===== src/rtl/seg_display_pkg.sv =====
// Shared glyph constants, chime state encoding and the BCD-to-glyph helper
// for the multiplexed 7-segment display and its chime sequencer.
package seg_display_pkg;

  // Glyphs are active-low {g,f,e,d,c,b,a}; the decimal point is added separately
  localparam logic [6:0] SEG_0     = 7'h40;
  localparam logic [6:0] SEG_1     = 7'h79;
  localparam logic [6:0] SEG_2     = 7'h24;
  localparam logic [6:0] SEG_3     = 7'h30;
  localparam logic [6:0] SEG_4     = 7'h19;
  localparam logic [6:0] SEG_5     = 7'h12;
  localparam logic [6:0] SEG_6     = 7'h02;
  localparam logic [6:0] SEG_7     = 7'h78;
  localparam logic [6:0] SEG_8     = 7'h00;
  localparam logic [6:0] SEG_9     = 7'h10;
  localparam logic [6:0] SEG_DASH  = 7'h3F;
  localparam logic [6:0] SEG_BLANK = 7'h7F;
  localparam logic [7:0] DP_MASK   = 8'h80;

  typedef enum logic [1:0] {CH_IDLE, CH_ON, CH_OFF} chime_state_t;

  function automatic logic [6:0] seg_glyph(input logic [3:0] d);
    logic [6:0] g;
    case (d)
      4'd0:    g = SEG_0;
      4'd1:    g = SEG_1;
      4'd2:    g = SEG_2;
      4'd3:    g = SEG_3;
      4'd4:    g = SEG_4;
      4'd5:    g = SEG_5;
      4'd6:    g = SEG_6;
      4'd7:    g = SEG_7;
      4'd8:    g = SEG_8;
      4'd9:    g = SEG_9;
      default: g = SEG_DASH;
    endcase
    return g;
  endfunction

endpackage


===== src/rtl/chime_seq.sv =====
// Hourly chime sequencer: rising-edge detect on chime_req, then BEEP_COUNT
// beeps of BEEP_ON cycles separated by BEEP_OFF cycles of silence.
module chime_seq
  import seg_display_pkg::*;
#(
  parameter int BEEP_ON    = 5000000,
  parameter int BEEP_OFF   = 5000000,
  parameter int BEEP_COUNT = 3
) (
  input  logic clk,
  input  logic key0,
  input  logic chime_req,
  output logic buzzer,
  output logic busy
);

  localparam int PHASE_MAX = (BEEP_ON > BEEP_OFF) ? BEEP_ON : BEEP_OFF;
  localparam int CW = (PHASE_MAX > 1) ? $clog2(PHASE_MAX) : 1;
  localparam int RW = $clog2(BEEP_COUNT + 1);
  localparam logic [CW-1:0] ON_LAST    = CW'(BEEP_ON - 1);
  localparam logic [CW-1:0] OFF_LAST   = CW'(BEEP_OFF - 1);
  localparam logic [RW-1:0] COUNT_INIT = RW'(BEEP_COUNT);
  localparam logic [RW-1:0] COUNT_ONE  = RW'(1);

  chime_state_t    state;
  logic            req_q;
  logic [CW-1:0]   cnt;
  logic [RW-1:0]   remaining;

  // req_q resets high so a request already held across reset release is not an edge
  always_ff @(posedge clk or negedge key0) begin
    if (!key0) begin
      state     <= CH_IDLE;
      req_q     <= 1'b1;
      cnt       <= '0;
      remaining <= '0;
      buzzer    <= 1'b0;
      busy      <= 1'b0;
    end else begin
      req_q  <= chime_req;
      buzzer <= (state == CH_ON);
      busy   <= (state != CH_IDLE);
      case (state)
        CH_IDLE: begin
          if (chime_req && !req_q) begin
            state     <= CH_ON;
            cnt       <= '0;
            remaining <= COUNT_INIT;
          end
        end
        CH_ON: begin
          if (cnt == ON_LAST) begin
            cnt       <= '0;
            remaining <= remaining - 1'b1;
            state     <= (remaining == COUNT_ONE) ? CH_IDLE : CH_OFF;
          end else begin
            cnt <= cnt + 1'b1;
          end
        end
        CH_OFF: begin
          if (cnt == OFF_LAST) begin
            cnt   <= '0;
            state <= CH_ON;
          end else begin
            cnt <= cnt + 1'b1;
          end
        end
        default: state <= CH_IDLE;
      endcase
    end
  end

endmodule


===== src/rtl/seg_scan_display.sv =====
// Six-digit multiplexed common-anode display with per-field blinking and chime.
// Optional LEADING_ZERO_BLANK_EN blanks digit 5 when its shadow value is zero.
module seg_scan_display
  import seg_display_pkg::*;
#(
  parameter int DIGIT_CYCLES = 8333,
  parameter int BLANK_CYCLES = 16,
  parameter int BLINK_HALF   = 25000000,
  parameter int BEEP_ON      = 5000000,
  parameter int BEEP_OFF     = 5000000,
  parameter int BEEP_COUNT   = 3
) (
  input  logic       clk,
  input  logic       key0,
  input  logic [3:0] hex0,
  input  logic [3:0] hex1,
  input  logic [3:0] hex2,
  input  logic [3:0] hex3,
  input  logic [3:0] hex4,
  input  logic [3:0] hex5,
  input  logic       ld,
  input  logic [2:0] blink_mask,
  input  logic       chime_req,
  output logic [7:0] seg,
  output logic [5:0] dig_sel,
  output logic       buzzer,
  output logic       busy
);

  localparam int DW = (DIGIT_CYCLES > 1) ? $clog2(DIGIT_CYCLES) : 1;
  localparam int BW = (BLINK_HALF > 1) ? $clog2(BLINK_HALF) : 1;
  localparam logic [DW-1:0] DWELL_LAST = DW'(DIGIT_CYCLES - 1);
  localparam logic [DW-1:0] BLANK_END  = DW'(BLANK_CYCLES);
  localparam logic [BW-1:0] BLINK_LAST = BW'(BLINK_HALF - 1);

  logic [23:0]   shadow;
  logic [2:0]    idx;
  logic [DW-1:0] dwell;
  logic [2:0]    mask_q;
  logic [BW-1:0] blink_cnt;
  logic          hidden;
  logic [3:0]    digit;
  logic [6:0]    glyph;
  logic          blank_digit;
  logic [7:0]    seg_next;
  logic [5:0]    dig_next;

  always_ff @(posedge clk or negedge key0) begin
    if (!key0) begin
      shadow <= '0;
    end else if (ld) begin
      shadow <= {hex5, hex4, hex3, hex2, hex1, hex0};
    end
  end

  // The mask is sampled at each digit boundary so a change never splits a dwell
  always_ff @(posedge clk or negedge key0) begin
    if (!key0) begin
      dwell  <= '0;
      idx    <= '0;
      mask_q <= '0;
    end else if (dwell == DWELL_LAST) begin
      dwell  <= '0;
      mask_q <= blink_mask;
      idx    <= (idx == 3'd5) ? 3'd0 : idx + 3'd1;
    end else begin
      dwell <= dwell + 1'b1;
    end
  end

  always_ff @(posedge clk or negedge key0) begin
    if (!key0) begin
      blink_cnt <= '0;
      hidden    <= 1'b0;
    end else if (blink_cnt == BLINK_LAST) begin
      blink_cnt <= '0;
      hidden    <= ~hidden;
    end else begin
      blink_cnt <= blink_cnt + 1'b1;
    end
  end

  always_comb begin
    digit       = shadow[{idx, 2'b00} +: 4];
    glyph       = seg_glyph(digit);
    blank_digit = hidden && mask_q[idx[2:1]];
`ifdef LEADING_ZERO_BLANK_EN
    if (idx == 3'd5 && digit == 4'd0) blank_digit = 1'b1;
`endif
    dig_next = 6'h3F;
    seg_next = {1'b1, SEG_BLANK};
    if (dwell >= BLANK_END) begin
      dig_next = ~(6'd1 << idx);
      if (!blank_digit) begin
        seg_next = {1'b1, glyph};
        if (idx == 3'd2 || idx == 3'd4) seg_next = seg_next & ~DP_MASK;
      end
    end
  end

  always_ff @(posedge clk or negedge key0) begin
    if (!key0) begin
      seg     <= 8'hFF;
      dig_sel <= 6'h3F;
    end else begin
      seg     <= seg_next;
      dig_sel <= dig_next;
    end
  end

  chime_seq #(
    .BEEP_ON   (BEEP_ON),
    .BEEP_OFF  (BEEP_OFF),
    .BEEP_COUNT(BEEP_COUNT)
  ) u_chime (
    .clk      (clk),
    .key0     (key0),
    .chime_req(chime_req),
    .buzzer   (buzzer),
    .busy     (busy)
  );

endmodule


===== config.mk =====
export PLATFORM = sky130hd
export DESIGN_NAME = seg_scan_display
export DESIGN_NICKNAME = d
export VERILOG_FILES = /design/src/rtl/seg_display_pkg.sv /design/src/rtl/chime_seq.sv /design/src/rtl/seg_scan_display.sv
export SDC_FILE = /design/constraint.sdc
export NUM_CORES = 1
export LEC_CHECK = 0
export ABC_AREA = 1
export ABC_CLOCK_PERIOD_IN_PS = 4400
export CORE_ASPECT_RATIO = 1.75
export CORE_MARGIN = 3
export CORE_UTILIZATION = 30
export DETAILED_ROUTE_END_ITERATION = 10
export PLACE_DENSITY_LB_ADDON = 0.08
export RECOVER_POWER = 50
export SLEW_MARGIN = 40
export SYNTH_ARGS = -nofsm -noshare
export SYNTH_HDL_FRONTEND = slang
export SYNTH_SLANG_ARGS = --single-unit

===== constraint.sdc =====
create_clock -name clk -period 4.4 [get_ports clk]
set_input_delay 1.1 -clock clk [delete_from_list [all_inputs] [get_ports clk]]
set_output_delay 1.1 -clock clk [all_outputs]
set_load 0.1 [all_outputs]

==> metrics.json <==
{
  "tightestPinTransition": {"value": 1480, "unit": "ps"},
  "syn2layout_area_growth": {"value": 18.5, "unit": "%"},
  "synth_seq_cells": {"value": 114},
  "grt_start_max_net_pins": {"value": 59},
  "biggest_area_contributors_in_the_synthesized_netlist": {"value": "sky130_fd_sc_hd__dfrtp_1, sky130_fd_sc_hd__nand2_1, sky130_fd_sc_hd__dfstp_2"},
  "globalRouteOverflowTotal": {"value": 0},
  "drive_above_1_share": {"value": 15.3, "unit": "%"},
  "crit_path_max_fanout": {"value": 18},
  "synthMuxAreaShare": {"value": 3.52, "unit": "%"},
  "irDropWorstVdd": {"value": 0.000357, "unit": "V"},
  "post_synth.cell_area_avg": {"value": 8.08, "unit": "µm²"},
  "sequential_area_share_after_synthesis": {"value": 44.9, "unit": "%"},
  "setup-tns-final": {"value": 0, "unit": "ps"},
  "drc": {"value": 0},
  "design.final.nets": {"value": 892},
  "grt_pass1_wl": {"value": 27300, "unit": "µm"},
  "worst-r2r-setup-slack": {"value": 1370, "unit": "ps"},
  "maxClockFrequency": {"value": 330, "unit": "MHz"},
  "drv.max_cap_violation_count": {"value": 0},
  "async_reset_ff_share": {"value": 100, "unit": "%"},
  "vias_in_the_first_global_route": {"value": 5556},
  "antenna_cells": {"value": 0},
  "ys_warn_count": {"value": 0},
  "timing_hold_violations_final": {"value": 0},
  "groute.usage.overall": {"value": 15.2, "unit": "%"},
  "edff_count_synth": {"value": 0},
  "slew_viol_final": {"value": 0},
  "switchingPower": {"value": 1.03, "unit": "mW"},
  "place_hpwl": {"value": 12100, "unit": "µm"},
  "timing.clock.skew": {"value": 8.28, "unit": "ps"},
  "wl_per_cell": {"value": 14.4, "unit": "µm"},
  "initial_antenna_violation_count": {"value": 0},
  "synth-simple-area-share": {"value": 33.1, "unit": "%"},
  "numClockSinks": {"value": 114},
  "tritoncts.num_buffers": {"value": 17},
  "power_switching_share": {"value": 31.8, "unit": "%"},
  "postSynthNetCount": {"value": 838},
  "worstPathArrival": {"value": 3390, "unit": "ps"},
  "ctsLongestPathBuffers": {"value": 2},
  "yosysTopAreaCell": {"value": "sky130_fd_sc_hd__dfrtp_1"},
  "netlist_top_cells_count": {"value": "sky130_fd_sc_hd__nand2_1, sky130_fd_sc_hd__dfrtp_1, sky130_fd_sc_hd__nor2_1"},
  "num_rows": {"value": 70},
  "worstSetupStartpointType": {"value": "register"},
  "via_count": {"value": 5252},
  "netlist_area": {"value": 6390, "unit": "µm²"},
  "max-slew-margin-rel": {"value": 1.06, "unit": "%"},
  "design.die.area": {"value": 23200, "unit": "µm²"},
  "cts.hold.buffers_added": {"value": 0},
  "rsz0062_at_grt": {"value": "no"},
  "drt-initial-drc-count": {"value": 184},
  "register_share_of_total_power": {"value": 36.2, "unit": "%"},
  "combinational_family_with_the_most_area_after_synthesis": {"value": "simple AND/OR/NAND/NOR gates"},
  "die_h": {"value": 199, "unit": "µm"},
  "p_comb_share": {"value": 20.2, "unit": "%"},
  "cell_count_after_synthesis": {"value": 791},
  "p_leak": {"value": 3.55, "unit": "nW"},
  "cts_repair_resizes": {"value": 0},
  "buffer_ports.inserted": {"value": 46},
  "initial_core_util": {"value": 30.5, "unit": "%"},
  "clock_tree.root_cell": {"value": "sky130_fd_sc_hd__clkbuf_16"},
  "required": {"value": 4750, "unit": "ps"},
  "detail_route.first_pass.iterations": {"value": 4},
  "synth_xor_xnor_area_share": {"value": 3.95, "unit": "%"},
  "netlist-cell-type-count": {"value": 43},
  "path_class": {"value": "reg2reg"},
  "cts-htree-levels": {"value": 4},
  "power_report.internal_total": {"value": 2.22, "unit": "mW"},
  "layoutNonFillerInstCount": {"value": 1110},
  "core_area": {"value": 20900, "unit": "µm²"},
  "cts_tree": {"value": "built"},
  "p_per_area": {"value": 429, "unit": "nW/µm²"},
  "worstSkewPairLatency": {"value": 420, "unit": "ps"},
  "post-place-cells": {"value": 1078},
  "layout_worst_path_cycle_share": {"value": 68.9, "unit": "%"},
  "ioPinCount": {"value": 47},
  "globalplace.congestion": {"value": 0.801},
  "synth-compound-area-share": {"value": 4.21, "unit": "%"},
  "postRouteAntennaNets": {"value": 0},
  "post_synth_fa_ha_maj_area_fraction": {"value": 3.13, "unit": "%"},
  "hold_path.class": {"value": "reg2reg"},
  "die_w": {"value": 116, "unit": "µm"},
  "post-synth-top-count-cell": {"value": "sky130_fd_sc_hd__nand2_1"},
  "ys.flop_type": {"value": "sky130_fd_sc_hd__dfrtp_1"},
  "cts.clk_slew.worst_paths": {"value": 60, "unit": "ps"},
  "post_drt_via_cell_ratio": {"value": 4.73},
  "outcome": {"value": "finished clean"},
  "timing.final.crit_period": {"value": 3030, "unit": "ps"},
  "timing.critical_path.to_type": {"value": "register"},
  "pwr-share-clk": {"value": 43.5, "unit": "%"},
  "finalWirelength": {"value": 16000, "unit": "µm"},
  "report.final.setup_viol": {"value": 0},
  "post-synth-top-area-fraction": {"value": 38.8, "unit": "%"},
  "post-cts-setup-buffer-count": {"value": 0}
}
kinds of logic (layout without fill, tap and decap cells):
family          Yosys count  count (layout)
xor+xnor                 28              28
compound gates           45              45
buf+inv                 109             176
fa+ha+maj                16              16
flops                   114             114
simple gates            459             459
mux                      20              20
critical path, stage by stage (launching register included):
cell	delay, ps
sky130_fd_sc_hd__dfrtp_1	760
sky130_fd_sc_hd__clkinvlp_2	710
sky130_fd_sc_hd__nor2_1	430
sky130_fd_sc_hd__nand2_1	110
sky130_fd_sc_hd__o21ai_0	220
sky130_fd_sc_hd__a21oi_2	110
sky130_fd_sc_hd__inv_1	140
sky130_fd_sc_hd__ha_1	170
sky130_fd_sc_hd__inv_1	40
sky130_fd_sc_hd__nand3_1	100
sky130_fd_sc_hd__nand3_1	80
sky130_fd_sc_hd__nand3_1	80
stage by stage:
step                      worst slack [ps]  util, %  area (µm²)  power (mW)  hold WS (ps)
after floorplan                       2370        -        6390        1.68           442
after global placement                1350     33.9        7100        1.88           463
after detailed placement              1310     33.5        7020        1.86           477
after CTS                             1660     36.4        7630        3.31           493
after global routing                   975     36.2        7580        3.43           511
final                                 1370     36.2        7580        3.25           485
power groups by stage:
stage	Combinational [mW]	Sequential (mW)	Clock, mW
floorplan	0.352	1.33	0
global placement	0.682	1.19	0
detailed placement	0.670	1.19	0
CTS	0.673	1.18	1.46
global route	0.740	1.19	1.51
finish	0.657	1.18	1.41
placed cells by master (no fill, tap or decap), types with 15 or more instances in the layout:
cell type                         instances
sky130_fd_sc_hd__nand4_1                 27
sky130_fd_sc_hd__nand3_1                 59
sky130_fd_sc_hd__xor2_1                  22
sky130_fd_sc_hd__clkbuf_16               17
sky130_fd_sc_hd__ha_1                    16
sky130_fd_sc_hd__dfrtp_1                 99
sky130_fd_sc_hd__dfstp_2                 15
sky130_fd_sc_hd__o21ai_0                 26
sky130_fd_sc_hd__nand2_1                223
sky130_fd_sc_hd__nor2_1                  92
sky130_fd_sc_hd__nor3_1                  16
sky130_fd_sc_hd__clkdlybuf4s50_1         27
sky130_fd_sc_hd__mux2_2                  20
sky130_fd_sc_hd__buf_2                   17
sky130_fd_sc_hd__inv_1                   87
registers in the layout (all words and copies together) (netlist names):
name / flops
u_chime.req_q: 1
blink_cnt: 25
u_chime.remaining: 2
hidden: 1
u_chime.cnt: 23
dwell: 14
shadow: 24
u_chime.buzzer: 1
idx: 3
mask_q: 3
u_chime.state: 2
u_chime.busy: 1
seg: 8
dig_sel: 6
layout make-up:
type | instances | area (µm²)
clock buffer | 19 | 453
sequential | 114 | 2870
clock inverter | 13 | 158
timing repair buffer | 48 | 389
tap | 252 | 315
fill | 2197 | 13400
inverter | 96 | 364
multi-input combinational | 568 | 3030
path summary, 6_finish.rpt:
check / from / to / depth (start not counted)
setup / recovery: idx[0] / seg[0] / 11
hold / removal: mask_q[0] / mask_q[0] / 2
setup reg to reg: idx[0] / seg[0] / 11
hold reg to reg: mask_q[0] / mask_q[0] / 2
max in group asynchronous: key0 / u_chime.cnt[4] / 2
min in group asynchronous: key0 / shadow[22] / 1
routing by layer:
metal / GRT usage [%] / share of wire, % / vias up
met5: 0 / 0 / -
met3: 3.15 / 3.2 / 27
met1: 15.8 / 38 / 2494
li1: - / - / 2628
met2: 28.6 / 56 / 103
met4: 6.80 / 2.7 / 0
No activity file was read; power rests on OpenSTA's default activity.
==> variant (same flow settings) <==
Remove the register `seg`: a continuous assignment takes its place, so the output `seg` follows one clock earlier.
--- a/src/rtl/seg_scan_display.sv
+++ b/src/rtl/seg_scan_display.sv
@@ -100,13 +100,13 @@
 
   always_ff @(posedge clk or negedge key0) begin
     if (!key0) begin
-      seg     <= 8'hFF;
       dig_sel <= 6'h3F;
     end else begin
-      seg     <= seg_next;
       dig_sel <= dig_next;
     end
   end
+
+  assign seg = seg_next;
 
   chime_seq #(
     .BEEP_ON   (BEEP_ON),
Function: changed (a bounded check fails within 4 cycles, from zero or initial values).
==> variant against the original RTL <==
- the flow now finishes with violations (max-capacitance violations, max-slew violations)
- total power shrank 16%
- routed wire length shrank 2.0%
- core utilization shrank 0.73 points
- setup slack lost 0.88 ns
- non-clock buffer count is the same
- register-to-register slack gained 0.47 ns
- final area shrank 5.0%
- sequential cell count shrank 8
- sequential share of layout area shrank 0.91 points
- synthesized area shrank 3.0%
- critical path type is now reg2out
- highest routed layer unchanged
==> variant: results (changes against the original RTL) <==
* Status: complete, but fails checks
* Failing checks: max-capacitance violations, max-slew violations
* Leakage power at 3.36 nW (-5.4%)
* Hold depth at 2 (unchanged)
* Layout cells sized above 1 at 13.9% (-1.3 points)
* Synth area leaders: dfrtp_1 (40%), nand2_1 (13%), nor2_1 (5.8%), inv_1 (5.0%), nand3_1 (4.6%)
* Final clock skew at 0.00568 ns (-0.00261 ns)
* Vias in the first global route at 5297 (-4.7%)
* H-Tree Depth at 3 (-1)
* Register area share after synthesis at 42.9% (-2.0 points)
* Compound-Gate Fraction of Synth Area at 4.22% (+0.0089 points)
* Maximum vdd ir drop at 0.000242 V (-32%)
* Mapped Avg Cell Area at 7.88 um^2 (-2.5%)
* Antenna violations before repair at 0 (unchanged)
* CP Max Fanout at 17 (-1)
* Setup Buffers After CTS at 0 (unchanged)
* Maxcap violations at 1 (+1)
* Max incr delay on CP at 0.66 ns (-0.10 ns)
* GRT overflow at 0 (unchanged)
* Xor and xnor fraction of the mapped netlist area at 4.22% (+0.26 points)
* Initial drt markers at 303 (+65%)
* Dpl cells at 1071 (-0.65%)
* Most common library cells after synthesis: nand2_1 (215), dfrtp_1 (99), nor2_1 (96)
* Final net count at 881 (-1.2%)
* # setup viols final at 0 (unchanged)
* Syn nets at 834 (-0.48%)
* Avg WL per Cell at 14.4 um (about the same)
* Gr usage total at 14.5% (-0.68 points)
* Antenna Cells at 0 (unchanged)
* Clock buffer depth at 2 (unchanged)
* PostCTS Resize Cnt at 0 (unchanged)
* Detailed placement HPWL at 12100 um (+0.13%)
* Critical Path AT at 2.81 ns (-0.58 ns)
* Biggest regs: blink_cnt x25, shadow x24, u_chime.cnt x23
* Pint at 0.00180 W (-19%)
* Slew @ Worst Pin at 3.11 ns (+1.63 ns)
* R2r worst-path depth at 7 (-4)
* Clk Latency, worst-skew pair at 0.35 ns (-0.07 ns)
* Top FF cell, synth: dfrtp_1
* Highest-delay cell along the critical path: dfrtp_1
* Final Max Slew Viols at 53 (+53)
* Routability-driven placement congestion ratio at 0.875 (+9.3%)
* Num CTS Buffers at 9 (-8)
* DR vias/cell at 4.76 (+0.58%)
* Post-synthesis mux area share at 3.45% (-0.073 points)
* Largest net degree at the start of global routing at 55 (-6.8%)
* Global-route wire length before repair at 25700 um (-5.8%)
* Asr flop ratio synth at 100% (unchanged)
* Yosys cell types at 44 (+2.3%)
* Adder-cell share of the synthesized area at 3.23% (+0.097 points)
* Top delay family on crit path: simple AND/OR/NAND/NOR gates
* Fill cell count at 2107 (-4.1%)
* Final wirelength at 15700 um (-2.0%)
==> variant: worst reg2reg max path: stages (launching register included) <==
cell and delay, ns:
dfrtp_1 0.41, inv_1 0.08, ha_1 0.49, o21ai_2 0.72, inv_2 0.34, o21ai_1 0.21, inv_1 0.13, nor2_1 0.11
==> variant: metal layers <==
layer  share of wire, %  GRT usage (%)  up-vias
met2                 55           27.8       70
met5                  0              0        -
met3                3.0           2.50       27
met4                2.6           6.21        0
li1                   -              -     2614
met1                 39           15.0     2462
==> variant: layout make-up <==
type,count,area share [%]
clock buffers,11,3.51
clock inverters,5,1.50
inverters,94,4.94
multi-input cells,575,43.0
flip-flops and latches,106,37.0
well taps,248,4.31
repair buffers,48,5.77
==> variant: cell families after synthesis <==
kind of cell | Yosys count
fa+ha+maj | 16
xor+xnor | 29
compound gates | 45
buf+inv | 106
simple gates | 466
mux | 19
flops | 106
==> variant: final timing paths <==
check	startpoint	to	slack, ns
worst max-delay path	idx[0]	seg[3]	0.49
worst min-delay path	mask_q[1]	mask_q[1]	0.50
worst max register to register	u_chime.state[0]	u_chime.cnt[3]	1.84
worst min register to register	mask_q[1]	mask_q[1]	0.50
max in group asynchronous	key0	blink_cnt[19]	0.88
min in group asynchronous	key0	shadow[22]	1.76
==> variant: power by group through the flow <==
stage                     sequential (W)  combinational (W)  clock, W
final                            0.00108           0.000673  0.000973
after CTS                        0.00108           0.000684   0.00101
after global placement           0.00110           0.000683         0
after detailed placement         0.00110           0.000682         0
after global routing             0.00109           0.000746   0.00105
after floorplan                  0.00115           0.000424         0
==> variant: per-stage QoR <==
step                      setup slack (ns)  utilization [%]  cell area [um^2]  total power, W
after floorplan                       1.03                -              6200         0.00158
after global placement                1.08             34.1              6910         0.00178
after detailed placement             0.946             33.8              6860         0.00178
after CTS                            0.545             35.6              7220         0.00278
after global routing                 0.175             35.5              7200         0.00289
final                                0.486             35.5              7200         0.00273
